<file path="src/rtl/lanes_pkg.sv">
// Shared types and constants for the lane frame multiplexer.
// Imported by lanes_rr_arbiter and lanes_frame_mux.
package lanes_pkg;

    localparam int LANES_MAX = 16;
    localparam int IDX_W = 4;
    localparam logic [7:0] LANE_TERM_BYTE = 8'hFF;

    typedef enum logic [1:0] {
        IDLE,
        PASS,
        ABORT,
        DRAIN
    } state_e;

endpackage

</file>
<file path="src/rtl/lanes_rr_arbiter.sv">
// Combinational round-robin search over masked lane requests,
// starting one past the pointer and wrapping at LANES.
module lanes_rr_arbiter
    import lanes_pkg::*;
#(
    parameter int LANES = 4
) (
    input  logic [LANES-1:0] req,
    input  logic [LANES-1:0] mask,
    input  logic [IDX_W-1:0] ptr,
    output logic [IDX_W-1:0] gnt_idx,
    output logic             gnt_valid
);

    logic [LANES-1:0] act;
    int               cand;

    always_comb begin
        act       = req & mask;
        gnt_idx   = '0;
        gnt_valid = 1'b0;
        cand      = 0;
        for (int k = 0; k < LANES; k++) begin
            cand = int'(ptr) + k + 1;
            if (cand >= LANES) begin
                cand = cand - LANES;
            end
            if (!gnt_valid && |(act & (LANES'(1) << cand))) begin
                gnt_valid = 1'b1;
                gnt_idx   = IDX_W'(cand);
            end
        end
    end

endmodule

</file>
<file path="src/rtl/lanes_frame_mux.sv">
// Merges per-lane byte frames onto one registered stream with a stall timeout.
// Define LANES_FRAME_MUX_STATS_EN to build the per-lane frame counters.
module lanes_frame_mux
    import lanes_pkg::*;
#(
    parameter int LANES    = 4,
    parameter int TO_WIDTH = 16
) (
    input  logic                  clk_core,
    input  logic                  clk_core_resn,
    input  logic [LANES*8-1:0]    s_axis_tdata,
    input  logic [LANES*8-1:0]    s_axis_tdest,
    input  logic [LANES-1:0]      s_axis_tlast,
    input  logic [LANES-1:0]      s_axis_tvalid,
    output logic [LANES-1:0]      s_axis_tready,
    output logic [7:0]            m_axis_tdata,
    output logic [7:0]            m_axis_tdest,
    output logic                  m_axis_tlast,
    output logic                  m_axis_tvalid,
    input  logic                  m_axis_tready,
    input  logic [LANES-1:0]      cfg_lane_enable,
    input  logic [TO_WIDTH-1:0]   cfg_frame_timeout,
    output logic [3:0]            status_grant_lane,
    output logic                  status_busy,
    output logic                  stat_timeout,
    output logic [LANES*16-1:0]   stat_frames
);

    state_e               state_q, state_d;
    logic [IDX_W-1:0]     grant_q, grant_d;
    logic [IDX_W-1:0]     ptr_q, ptr_d;
    logic [TO_WIDTH-1:0]  to_cnt_q, to_cnt_d;
    logic [7:0]           frame_dest_q, frame_dest_d;
    logic                 m_valid_q, m_valid_d;
    logic                 m_last_q, m_last_d;
    logic [7:0]           m_data_q, m_data_d;
    logic [7:0]           m_dest_q, m_dest_d;
    logic                 stat_to_q, stat_to_d;

    logic [IDX_W-1:0]     arb_idx;
    logic                 arb_valid;
    logic [LANES-1:0]     g_onehot;
    logic [LANES*8-1:0]   data_sh;
    logic [LANES*8-1:0]   dest_sh;
    logic [LANES*8-1:0]   arb_dest_sh;
    logic                 g_valid;
    logic                 g_last;
    logic [7:0]           g_data;
    logic [7:0]           g_dest;
    logic [7:0]           arb_dest;
    logic                 out_free;
    logic                 lane_rdy;

    lanes_rr_arbiter #(
        .LANES(LANES)
    ) u_arb (
        .req      (s_axis_tvalid),
        .mask     (cfg_lane_enable),
        .ptr      (ptr_q),
        .gnt_idx  (arb_idx),
        .gnt_valid(arb_valid)
    );

    // Select the granted lane with shifts so any LANES value stays width-clean
    assign g_onehot    = LANES'(1) << grant_q;
    assign data_sh     = s_axis_tdata >> {grant_q, 3'b000};
    assign dest_sh     = s_axis_tdest >> {grant_q, 3'b000};
    assign arb_dest_sh = s_axis_tdest >> {arb_idx, 3'b000};
    assign g_valid     = |(s_axis_tvalid & g_onehot);
    assign g_last      = |(s_axis_tlast & g_onehot);
    assign g_data      = data_sh[7:0];
    assign g_dest      = dest_sh[7:0];
    assign arb_dest    = arb_dest_sh[7:0];
    assign out_free    = !m_valid_q || m_axis_tready;

    always_comb begin
        state_d      = state_q;
        grant_d      = grant_q;
        ptr_d        = ptr_q;
        to_cnt_d     = to_cnt_q;
        frame_dest_d = frame_dest_q;
        m_valid_d    = m_valid_q && !m_axis_tready;
        m_data_d     = m_data_q;
        m_dest_d     = m_dest_q;
        m_last_d     = m_last_q;
        stat_to_d    = 1'b0;
        lane_rdy     = 1'b0;
        unique case (state_q)
            IDLE: begin
                if (arb_valid) begin
                    grant_d      = arb_idx;
                    ptr_d        = arb_idx;
                    frame_dest_d = arb_dest;
                    to_cnt_d     = '0;
                    state_d      = PASS;
                end
            end
            PASS: begin
                lane_rdy = out_free;
                if (g_valid && out_free) begin
                    m_valid_d    = 1'b1;
                    m_data_d     = g_data;
                    m_dest_d     = g_dest;
                    m_last_d     = g_last;
                    frame_dest_d = g_dest;
                    to_cnt_d     = '0;
                    if (g_last) begin
                        state_d = IDLE;
                    end
                end else if (g_valid) begin
                    to_cnt_d = '0;
                end else begin
                    to_cnt_d = to_cnt_q + TO_WIDTH'(1);
                    if (cfg_frame_timeout != '0 &&
                        to_cnt_d == cfg_frame_timeout) begin
                        state_d = ABORT;
                    end
                end
            end
            ABORT: begin
                if (out_free) begin
                    m_valid_d = 1'b1;
                    m_data_d  = LANE_TERM_BYTE;
                    m_dest_d  = frame_dest_q;
                    m_last_d  = 1'b1;
                    stat_to_d = 1'b1;
                    to_cnt_d  = '0;
                    state_d   = DRAIN;
                end
            end
            DRAIN: begin
                // Swallow the rest of the aborted frame
                lane_rdy = 1'b1;
                if (g_valid && g_last) begin
                    state_d = IDLE;
                end
            end
            default: begin
                state_d = IDLE;
            end
        endcase
    end

    always_ff @(posedge clk_core) begin
        if (!clk_core_resn) begin
            state_q      <= IDLE;
            grant_q      <= '0;
            ptr_q        <= IDX_W'(LANES - 1);
            to_cnt_q     <= '0;
            frame_dest_q <= '0;
            m_valid_q    <= 1'b0;
            m_data_q     <= '0;
            m_dest_q     <= '0;
            m_last_q     <= 1'b0;
            stat_to_q    <= 1'b0;
        end else begin
            state_q      <= state_d;
            grant_q      <= grant_d;
            ptr_q        <= ptr_d;
            to_cnt_q     <= to_cnt_d;
            frame_dest_q <= frame_dest_d;
            m_valid_q    <= m_valid_d;
            m_data_q     <= m_data_d;
            m_dest_q     <= m_dest_d;
            m_last_q     <= m_last_d;
            stat_to_q    <= stat_to_d;
        end
    end

`ifdef LANES_FRAME_MUX_STATS_EN
    logic                 frame_done;
    logic [LANES*16-1:0]  frames_q, frames_d;

    assign frame_done = (state_q == PASS && g_valid && out_free && g_last) ||
                        (state_q == ABORT && out_free);

    always_comb begin
        frames_d = frames_q;
        if (frame_done) begin
            for (int i = 0; i < LANES; i++) begin
                if (grant_q == IDX_W'(i)) begin
                    frames_d[16*i +: 16] = frames_q[16*i +: 16] + 16'd1;
                end
            end
        end
    end

    always_ff @(posedge clk_core) begin
        if (!clk_core_resn) begin
            frames_q <= '0;
        end else begin
            frames_q <= frames_d;
        end
    end

    assign stat_frames = frames_q;
`else
    assign stat_frames = '0;
`endif

    assign s_axis_tready     = g_onehot & {LANES{lane_rdy}};
    assign m_axis_tdata      = m_data_q;
    assign m_axis_tdest      = m_dest_q;
    assign m_axis_tlast      = m_last_q;
    assign m_axis_tvalid     = m_valid_q;
    assign status_grant_lane = grant_q;
    assign status_busy       = (state_q != IDLE);
    assign stat_timeout      = stat_to_q;

endmodule
</file>
<file path="config.mk">
export PLATFORM = sky130hd
export DESIGN_NAME = lanes_frame_mux
export DESIGN_NICKNAME = d
export VERILOG_FILES = /design/src/rtl/lanes_pkg.sv /design/src/rtl/lanes_rr_arbiter.sv /design/src/rtl/lanes_frame_mux.sv
export SDC_FILE = /design/constraint.sdc
export NUM_CORES = 1
export LEC_CHECK = 0
export ABC_AREA = 1
export BUFFER_PORTS_ARGS = -buffer_cell sky130_fd_sc_hd__buf_2
export CAP_MARGIN = 20
export CORE_ASPECT_RATIO = 0.5
export CORE_MARGIN = 5
export CORE_UTILIZATION = 56
export CTS_BUF_LIST = sky130_fd_sc_hd__clkbuf_4 sky130_fd_sc_hd__clkbuf_8 sky130_fd_sc_hd__clkbuf_16
export DETAILED_ROUTE_END_ITERATION = 7
export PLACE_DENSITY = 0.88
export SLEW_MARGIN = 20
export SYNTH_ARGS = -nofsm -noshare
export SYNTH_HDL_FRONTEND = slang
export SYNTH_SLANG_ARGS = --single-unit
</file>
<file path="constraint.sdc">
create_clock -name clk_core -period 8.96 [get_ports clk_core]
set_input_delay 1.344 -clock clk_core [delete_from_list [all_inputs] [get_ports clk_core]]
set_output_delay 1.344 -clock clk_core [all_outputs]
set_load 0.01 [all_outputs]
</file>
==> key figures <==
Worst setup path
  • CP endpoint kind: flip-flop
  • CP Class: reg -> reg
  • Critical Path, Cell by Cell: ha_1, nor2_4, nor2_1, o21ai_4, inv_1, ha_1, nand2_1, xnor2_2, inv_1, nor3_1, ha_1, nor3b_1, nand3_1, o21ai_2, inv_2, nor2_4, nor2_4, nand4_1, nand2_1, inv_2, o211a_1
  • Crit path max fanout: 23
  • Crit-path slowest cell: dfxtp_1
  • CP Buf/Inv Count: 4
  • WP data required: 9.14 ns
  • Slowest stage delay, CP: 0.67 ns
  • Setup crit start kind: flip-flop
  • Critical path arrival: 4.52 ns
  • CP delay by family, top: simple AND/OR/NAND/NOR gates

Synthesis
  • Synth area leader: dfxtp_1
  • Number of synthesized register bits: 51
  • Most frequent cells after synthesis: 140 x nand2_1, 100 x inv_1, 70 x nand3_1, 69 x buf_4, 51 x dfxtp_1
  • Synth warn: 0
  • Cell Area, Synth: 5363 um^2
  • Yosys top cell area share: 19.04%
  • Sequential area share after synthesis: 19.04%
  • Cell variety after synth: 50
  • Post-synth EDFFs: 0
  • Async S/R FF share, synth: 0%
  • Syn_area_per_cell: 6.572 um^2
  • Cells after synthesis: 816
  • Most used DFF post-synth: dfxtp_1
  • Leading cell type by number of instances after synthesis: nand2_1
  • Ranking of synthesized cells by area: dfxtp_1 19%, nand2_1 9.8%, buf_4 9.7%

STA
  • Final min period: 4.337 ns
  • Final Hold Fails: 0
  • RSZ-0062 raised after global routing: false
  • Count of final setup violators: 0
  • Final setup margin: 4.623 ns
  • Final period util: 48.41%
  • Relative slew slack: 50.23%
  • Setup TNS: 0 ns
  • Worst-Margin Slew: 0.7457 ns
  • FMAX: 230.6 MHz
  • Slew Viols, Final: 0
  • Worst Skew: 0.006832 ns

Global routing
  • Met1 Use GR: 31.01%
  • GRT busiest layer: met2
  • Vias in the first global route: 4887
  • GRT Util Overall: 23.06%
  • Grt met3 use: 2.794%
  • Largest net degree at the start of global routing: 38
  • Initial antenna violation count: 0
  • First-pass GRT wire length: 22.96 mm
  • GRT overflow: 0
  • Met2 Resource Use GR: 40.25%

Drt
  • Drt initial violations: 459
  • DRT Pass-1 Iters: 5
  • Post-Route WL: 14.69 mm
  • Routed Antenna Nets: 0
  • Remaining DRCs: 0
  • Drt wl/cell: 14.17 um
  • Vias: 5673
  • Via density: 5.476

Floorplan
  • Std cell rows: 25
  • Overall die area: 11750 um^2
  • I/O pin cnt: 187
  • Die width: 148.4 um
  • Die span in y: 79.20 um
  • Starting Density: 57.15%
  • Core area: 9384 um^2

Power
  • Sequential share of power: 16.0%
  • Max VDD drop: 0.0001686 V
  • Power per Cell Area: 369.3 nW/um^2
  • Int Pwr: 0.0009913 W
  • Clock network power share: 11.2%
  • Sw Share: 54.93%
  • Comb pwr share: 72.9%
  • Leak Pwr: 3.126 nW
  • Psw: 0.001208 W

Final layout
  • Synth-to-Final Area Change: 11.06%
  • Fill cells: 867
  • Diodes inserted: 0
  • Fin nets: 1036
  • Layout cells sized above 1: 20.22%

Clock tree
  • Num CTS Buffers: 5
  • Htree depth: 2
  • Post-CTS Setup Inserts: 0
  • Max clock buf depth: 2
  • Worst-Skew Late Latency: 0.28 ns
  • Cts repair resizes: 0
  • CTS Root Cell: clkbuf_16
  • CTS Hold Bufs: 0
  • CTS tree: yes
  • Clock sinks: 51
  • Clock transition at the registers of the reported paths: 0.07 ns

Min path
  • HP Class: reg -> reg

Place
  • Worst slack, placed: 4.629 ns
  • Buffers on Ports: 122
  • Final GP Congestion: 0.9359
  • Detailed placer's ending HPWL: 11.39 mm

Status
  • Status: complete, no violations

Flow run
  • Max-Cap Viols: 0
cells in the final DEF (no fill, tap or decap), drive strengths merged:
master	count
o221ai	1
o22ai	18
xnor2	6
a22o	16
nor2	53
o211a	3
nand4	14
a22oi	8
inv	109
nand3	76
a31oi	16
bufinv	2
xor2	19
clkbuf	6
nor3b	1
nor4	8
a21oi	41
o21ai	50
o211ai	3
nor2b	1
xnor3	1
conb	65
o2111a	1
clkinv	2
nand2	154
a221oi	9
buf	127
o2111ai	1
dfxtp	51
or2	6
nor3	13
ha	27
a211oi	7
power by group through the flow:
| stage | Combinational, W | Clock (W) | Sequential, W |
|---|---|---|---|
| floorplan | 0.00127 | 0 | 0.000351 |
| global placement | 0.00151 | 0 | 0.000352 |
| detailed placement | 0.00155 | 0 | 0.000354 |
| CTS | 0.00157 | 0.000248 | 0.000350 |
| global route | 0.00179 | 0.000257 | 0.000360 |
| finish | 0.00160 | 0.000246 | 0.000351 |
worst register-to-register path: stages (launching register included):
cell	delay [ns]
dfxtp_1	0.67
ha_1	0.36
nor2_4	0.07
nor2_1	0.21
o21ai_4	0.13
inv_1	0.07
ha_1	0.13
nand2_1	0.09
xnor2_2	0.22
inv_1	0.06
nor3_1	0.18
ha_1	0.25
nor3b_1	0.13
nand3_1	0.09
o21ai_2	0.06
inv_2	0.07
nor2_4	0.04
nor2_4	0.14
nand4_1	0.21
nand2_1	0.58
inv_2	0.21
o211a_1	0.26
final timing paths:
path	from	to	slack, ns	cells after the start
max reg2reg	status_grant_lane[2]$_SDFFE_PN0P_	to_cnt_q[11]$_SDFFE_PN0P_	4.62	21
max	status_grant_lane[2]$_SDFFE_PN0P_	to_cnt_q[11]$_SDFFE_PN0P_	4.62	21
min reg2reg	frame_dest_q[5]$_SDFFE_PN0P_	m_axis_tdest[5]$_SDFFE_PN0P_	0.47	2
min	frame_dest_q[5]$_SDFFE_PN0P_	m_axis_tdest[5]$_SDFFE_PN0P_	0.47	2
cell families (layout without fill, tap and decap cells):
family | count (synthesis) | after routing | share of synthesized area (%)
XOR/XNOR | 26 | 26 | 5.133
AO/OA/AOI/OAI | 174 | 174 | 20.53
buffers and inverters | 210 | 246 | 19.93
AND/OR/NAND/NOR | 326 | 326 | 28.93
adder cells (fa/ha/maj) | 27 | 27 | 6.300
other | 2 | 65 | 0.1400
flip-flops | 51 | 51 | 19.04
metal layers:
metal,wire length (um),up-vias
met5,0,-
met4,172,0
met3,1363,21
met2,6853,285
met1,6296,2558
li1,-,2809
cell type report:
| class | count | area [um^2] | area share (%) |
|---|---|---|---|
| well taps | 121 | 151.4 | 2.542 |
| inverters | 111 | 416.7 | 6.996 |
| multi-input cells | 618 | 3522 | 59.14 |
| clock buffers | 6 | 132.6 | 2.227 |
| clock inverters | 2 | 60.06 | 1.008 |
| flip-flops and latches | 51 | 1021 | 17.14 |
| repair buffers | 127 | 651.9 | 10.95 |
registers in the layout, summed over array words and instances (netlist names), named ones only:
signal,count
frame_dest_q,8
stat_timeout,1
state_q,1
m_axis_tvalid,1
status_grant_lane,4
to_cnt_q,16
ptr_q,2
m_axis_tdest,8
m_axis_tdata,8
m_axis_tlast,1
metrics by stage:
step           instance area, um^2  cells  utilization, %  hold slack [ns]  total power (W)
2_1_floorplan                 5599    879               -           0.4475         0.001620
3_3_place_gp                  5752   1027           61.29           0.4560         0.001861
3_5_place_dp                  5752   1027           61.29           0.4596         0.001909
4_1_cts                       5944   1035           63.35           0.4711         0.002165
5_1_grt                       5956   1036           63.47           0.4950         0.002409
6_report                      5956   1036           63.47           0.4732         0.002199
Power figures use the tool's default switching activity.
